--- config.mk ---
export PLATFORM = sky130hd
export DESIGN_NAME = clock_set_ctrl
export DESIGN_NICKNAME = d
export VERILOG_FILES = /design/src/rtl/clock_pkg.sv /design/src/rtl/set_timeout.sv /design/src/rtl/clock_set_ctrl.sv
export SDC_FILE = /design/constraint.sdc
export NUM_CORES = 1
export LEC_CHECK = 0
export CAP_MARGIN = 10
export CORE_AREA = 2 2 39 41
export CTS_CLUSTER_DIAMETER = 200
export CTS_CLUSTER_SIZE = 12
export DETAILED_ROUTE_END_ITERATION = 8
export DIE_AREA = 0 0 41 43
export PLACE_DENSITY = 0.7
export SLEW_MARGIN = 20
export SYNTH_ARGS = -nofsm -noshare
export SYNTH_HDL_FRONTEND = slang
export SYNTH_SLANG_ARGS = --single-unit
--- constraint.sdc ---
create_clock -name clk -period 4.32 [get_ports clk]
set_input_delay 0.648 -clock clk [delete_from_list [all_inputs] [get_ports clk]]
set_output_delay 0.648 -clock clk [all_outputs]
set_load 0.01 [all_outputs]
--- src/rtl/clock_pkg.sv ---
// clock_pkg: shared types for the digital-clock set controller.
//   clk_mode_t : RUN / SET_HOUR / SET_MIN / SET_SEC mode encoding
//   CLK_MODE_W : width of the mode field
//   next_mode  : mode advance order on btn_mode (wraps SET_SEC -> RUN)
package clock_pkg;
  localparam int CLK_MODE_W = 2;

  typedef enum logic [CLK_MODE_W-1:0] {
    MODE_RUN      = 2'd0,
    MODE_SET_HOUR = 2'd1,
    MODE_SET_MIN  = 2'd2,
    MODE_SET_SEC  = 2'd3
  } clk_mode_t;

  function automatic clk_mode_t next_mode(input clk_mode_t m);
    case (m)
      MODE_RUN:      return MODE_SET_HOUR;
      MODE_SET_HOUR: return MODE_SET_MIN;
      MODE_SET_MIN:  return MODE_SET_SEC;
      default:       return MODE_RUN;
    endcase
  endfunction
endpackage

--- src/rtl/set_timeout.sv ---
// set_timeout: idle counter that ends a set mode after TIMEOUT_S quiet ticks.
//   clk, rst : clock, synchronous active-high reset
//   active   : 1 while in a set mode; counter held at 0 otherwise
//   tick     : 1 Hz pulse, counted while active
//   kick     : any button pulse; clears the counter
//   expire   : one-cycle pulse in the cycle of the TIMEOUT_S-th quiet tick
// TIMEOUT_S = 0 disables expiry entirely.
module set_timeout #(
  parameter int TIMEOUT_S = 10
) (
  input  logic clk,
  input  logic rst,
  input  logic active,
  input  logic tick,
  input  logic kick,
  output logic expire
);
  localparam int CW = (TIMEOUT_S < 1) ? 1 : $clog2(TIMEOUT_S + 1);
  // Expiry fires on the tick that would take the count to TIMEOUT_S, so the
  // registered mode returns to RUN one cycle after that tick.
  localparam logic [CW-1:0] LAST = CW'(TIMEOUT_S - 1);

  logic [CW-1:0] cnt_q, cnt_d;

  always_comb begin
    cnt_d  = cnt_q;
    expire = 1'b0;
    if (!active || kick) begin
      cnt_d = '0;
    end else if (tick && (TIMEOUT_S != 0)) begin
      if (cnt_q == LAST) begin
        expire = 1'b1;
        cnt_d  = '0;
      end else begin
        cnt_d = cnt_q + 1'b1;
      end
    end
  end

  always_ff @(posedge clk) begin
    if (rst) cnt_q <= '0;
    else     cnt_q <= cnt_d;
  end
endmodule

--- src/rtl/clock_set_ctrl.sv ---
// clock_set_ctrl: mode FSM and step router for the sec/min/hour counter chain.
//   clk, rst          : clock, synchronous active-high reset
//   tick_1hz          : 1 Hz pulse
//   btn_mode, btn_inc : debounced single-cycle button pulses
//   sec_carry         : seconds counter carryout
//   min_carry         : minutes counter carryout
//   sec_step, min_step, hour_step : registered carryin pulses to the counters
//   sec_clr           : registered clear pulse to the seconds counter
//   mode              : current mode (clk_mode_t)
//   blink             : blank the field being set
// Optional feature macro CLOCK_SET_BLINK_EN builds the blink toggle flop;
// without it blink is tied to 0.
module clock_set_ctrl
  import clock_pkg::*;
#(
  parameter int TIMEOUT_S = 10
) (
  input  logic                  clk,
  input  logic                  rst,
  input  logic                  tick_1hz,
  input  logic                  btn_mode,
  input  logic                  btn_inc,
  input  logic                  sec_carry,
  input  logic                  min_carry,
  output logic                  sec_step,
  output logic                  min_step,
  output logic                  hour_step,
  output logic                  sec_clr,
  output logic [CLK_MODE_W-1:0] mode,
  output logic                  blink
);
  clk_mode_t mode_q, mode_d;
  logic sec_step_q, sec_step_d;
  logic min_step_q, min_step_d;
  logic hour_step_q, hour_step_d;
  logic sec_clr_q, sec_clr_d;
  logic inc, expire;

  set_timeout #(.TIMEOUT_S(TIMEOUT_S)) u_timeout (
    .clk    (clk),
    .rst    (rst),
    .active (mode_q != MODE_RUN),
    .tick   (tick_1hz),
    .kick   (btn_mode | btn_inc),
    .expire (expire)
  );

  always_comb begin
    // A mode press in the same cycle swallows the increment.
    inc         = btn_inc & ~btn_mode;
    mode_d      = mode_q;
    if (btn_mode)    mode_d = next_mode(mode_q);
    else if (expire) mode_d = MODE_RUN;

    // Routing uses the registered mode, so a carry landing in the cycle we
    // leave RUN still ripples once.
    sec_step_d  = 1'b0;
    min_step_d  = 1'b0;
    hour_step_d = 1'b0;
    sec_clr_d   = 1'b0;
    case (mode_q)
      MODE_RUN: begin
        sec_step_d  = tick_1hz;
        min_step_d  = sec_carry;
        hour_step_d = min_carry;
      end
      MODE_SET_HOUR: hour_step_d = inc;
      MODE_SET_MIN:  min_step_d  = inc;
      MODE_SET_SEC:  sec_clr_d   = inc;
      default: ;
    endcase
  end

  always_ff @(posedge clk) begin
    if (rst) begin
      mode_q      <= MODE_RUN;
      sec_step_q  <= 1'b0;
      min_step_q  <= 1'b0;
      hour_step_q <= 1'b0;
      sec_clr_q   <= 1'b0;
    end else begin
      mode_q      <= mode_d;
      sec_step_q  <= sec_step_d;
      min_step_q  <= min_step_d;
      hour_step_q <= hour_step_d;
      sec_clr_q   <= sec_clr_d;
    end
  end

`ifdef CLOCK_SET_BLINK_EN
  logic blink_q, blink_d;

  // Blank on alternate seconds while setting; show the field solid right
  // after an increment and whenever running.
  always_comb begin
    blink_d = blink_q;
    if (mode_d == MODE_RUN) blink_d = 1'b0;
    else if (btn_inc)       blink_d = 1'b0;
    else if (tick_1hz)      blink_d = ~blink_q;
  end

  always_ff @(posedge clk) begin
    if (rst) blink_q <= 1'b0;
    else     blink_q <= blink_d;
  end

  assign blink = blink_q;
`else
  assign blink = 1'b0;
`endif

  assign sec_step  = sec_step_q;
  assign min_step  = min_step_q;
  assign hour_step = hour_step_q;
  assign sec_clr   = sec_clr_q;
  assign mode      = mode_q;
endmodule

==> key figures <==
Final layout
  – Register Area: 200 um^2
  – Fill cells: 134
  – Layout overhead on the synthesized area: 34.7%
  – Area of the multi-input gates: 268 um^2
  – Commonest non-fill, non-tap cell in the layout: clkdlybuf4s50_1
  – Most frequent cells in the layout: clkdlybuf4s50_1 (12), dfxtp_1 (10), nor2b_1 (5), ha_1 (5)
  – Layout Cells excl Fill: 84
  – Share of post-route cells with drive strength above 1: around 9%
  – Antenna cells: 0
  – Fin nets: 81

Timing
  – Min Clock Period, post-route: between 1.5 and 2 ns
  – Max Freq: ~530 MHz
  – Hold_ws: approximately 0.52 ns
  – Worst Skew: around 0.00065 ns
  – Final Hold Viols: 0
  – Crit share post-route: a little over two fifths
  – # setup viols final: 0
  – Unrepaired setup endpoints after global routing: false
  – Final Max Tran Viols: 0
  – Setup TNS: 0 ns
  – Worst setup margin: between 2 and 2.5 ns

Clock network
  – PostCTS Resize Cnt: 0
  – Longest Clk Path Bufs: 2
  – Root buf cell: clkbuf_4
  – Setup Fix Bufs, Post-CTS: 0
  – Hold buffer count at CTS: 0
  – CTS Buf Count: 3
  – Worst-path clk slew: approximately 0.070 ns
  – CTS tree: built
  – H-tree depth: 1
  – Clk sinks: 10
  – Clock Latency Late Sink: between 0.2 and 0.3 ns

Critical path
  – Arrival time worst endpoint: about 1.2 ns
  – Critical Path RT: 3.67 ns
  – Type of origin of the critical path: register
  – Crit path max fanout: 5
  – Crit Reg-Reg Startpoint: mode[0]$_SDFFE_PP0P_
  – Crit-path max cell delay: approximately 0.57 ns
  – CP Capture Type: primary output
  – Worst Path Buf+Inv: 1
  – Reg2Reg Setup Slack: roughly 2.7 ns
  – Critical-path top delay cell: clkdlybuf4s50_1
  – R2R Path End: mode[0]$_SDFFE_PP0P_
  – Setup CP Type: register to primary output
  – Worst path cell trace: clkdlybuf4s50_1
  – Crit path to: mode[0]
  – Reg2reg path depth: 5
  – Crit. Startpoint: mode[0]$_SDFFE_PP0P_
  – Critical path's top delay family: buffers and inverters
  – Critical path depth: 1

Floorplanning
  – Die height: around 43 um
  – I/O pins: 14
  – DIE AREA: 1760 um^2
  – Core ar.: between 1000 and 1500 um^2
  – Cell Rows: 14
  – Die Wd: approximately 40 um
  – Starting density of the core: a little over a third

Routing
  – Routed Antenna Nets: 0
  – Via count: ~410
  – WL/cell: approximately 12 um
  – WL met1: between 400 and 500 um
  – DRC: 0
  – First DRT Iteration DRCs: 6
  – Detailed Routing Iterations Pass 1: 4
  – DR WL met3: about 61 um
  – Vias per cell: 4.90
  – Total length of routed met2 wires: ~470 um
  – Top Layer Used: met4
  – Final Routed Wirelength: about 1000 um

GRT
  – All-layer global routing usage: a little over an eighth
  – Initial antenna violation count: 0
  – First-pass GRT wire length: roughly 1600 um
  – Largest net degree at the start of global routing: 7
  – Overflow left after global routing: 0
  – Vias in the first global route: roughly 360

Synth
  – Area contributors post-synth: dfxtp_1 (41%), ha_1 (13%), nor2b_1 (6.4%)
  – Post-Syn Instances: 53
  – Avg Cell Area, Syn: between 9 and 10 um^2
  – Synth top area share: between 40% and 50%
  – Yosys warns: 0
  – Distinct cells, synth: 21
  – Synthesized net count: between 60 and 70
  – Largest area contributor in the netlist: dfxtp_1
  – FF+latch count, synth: 10
  – Seq/Total Area, Yosys: 41.1%
  – Synth Cell Area: 487 um^2

Place
  – Final Wtd Congestion: about 0.75
  – Port buffer count: 12
  – Post-place setup slack: ~2.4 ns
  – Post-DP HPWL: roughly 720 um
  – Post-Place Cells: 80

Power
  – Pwr/cell area: 332 nW/um^2
  – Total Power: 217 uW
  – Leakage: 0.000258 uW
  – Worst VDD drop: 0.000143 V

Outcome
  – Status: complete, no violations

Flow run
  – Max cap viols: 0

Min path
  – Class of the worst hold path: register to register
==> kinds of logic after synthesis <==
family / synth area share, %
XOR/XNOR: 3.60
buffers and inverters: 3.86
flip-flops: 41.1
adder cells (fa/ha/maj): 12.9
other: 0.770
AND/OR/NAND/NOR: 25.4
AO/OA/AOI/OAI: 12.3
==> Yosys cell counts (all sizes together) <==
cell type,instances
xor2,1
nor2,4
conb,1
a22oi,2
or3,1
dfxtp,10
or4b,1
xnor2,1
ha,5
and4b,1
and3,2
or4,1
buf,1
nand3,1
nor2b,5
nand2,3
inv,3
a21oi,4
o21ai,5
nand3b,1
==> report_power, final <==
group	leakage (uW)	switching [uW]	internal, uW
clock	0.0000210	35.9	51.3
combinational	0.000156	14.0	17.7
sequential	0.0000816	2.63	96.0
total	0.000258	52.5	165
==> flip-flops by register name, summed over array words and instances, names as in the netlist <==
signal,flops
sec_step,1
sec_clr,1
u_timeout.cnt_q,4
mode,2
hour_step,1
min_step,1
==> per-layer routing <==
metal	global-route usage [%]	vias up
li1	-	209
met1	14.5	184
met2	20.9	15
met3	4.71	4
met4	10.0	0
met5	0	-
==> worst min-delay path by stage <==
stage                               startpoint                               to  cells after the start
3_5_place_dp   u_timeout.cnt_q[3]$_SDFFE_PP0P_  u_timeout.cnt_q[3]$_SDFFE_PP0P_                      2
6_report       u_timeout.cnt_q[3]$_SDFFE_PP0P_  u_timeout.cnt_q[3]$_SDFFE_PP0P_                      2
5_1_grt        u_timeout.cnt_q[3]$_SDFFE_PP0P_  u_timeout.cnt_q[3]$_SDFFE_PP0P_                      2
4_1_cts        u_timeout.cnt_q[3]$_SDFFE_PP0P_  u_timeout.cnt_q[3]$_SDFFE_PP0P_                      2
3_3_place_gp   u_timeout.cnt_q[1]$_SDFFE_PP0P_  u_timeout.cnt_q[1]$_SDFFE_PP0P_                      2
2_1_floorplan  u_timeout.cnt_q[3]$_SDFFE_PP0P_  u_timeout.cnt_q[3]$_SDFFE_PP0P_                      2
==> worst register-to-register path: stages (launching register included) <==
cell and delay (ns):
dfxtp_1 0.40, inv_1 0.10, ha_1 0.24, or4b_4 0.53, o21ai_1 0.15, a21oi_1 0.07
==> metrics by stage <==
| step | utilization (%) | cell area, um^2 |
|---|---|---|
| 2_1_floorplan | - | 487 |
| 5_1_grt | 47.4 | 656 |
| 3_3_place_gp | 44.8 | 619 |
| 3_5_place_dp | 44.8 | 619 |
| 4_1_cts | 47.4 | 656 |
| 6_report | 47.4 | 656 |
==> final cells by class <==
type / count / area share [%]
Multi-Input combinational cell: 39 / 40.8
Inverter: 3 / 1.72
Sequential cell: 10 / 30.5
Clock buffer: 4 / 5.53
Timing Repair Buffer: 12 / 18.3
Tap cell: 16 / 3.05
Power figures use the tool's default switching activity.
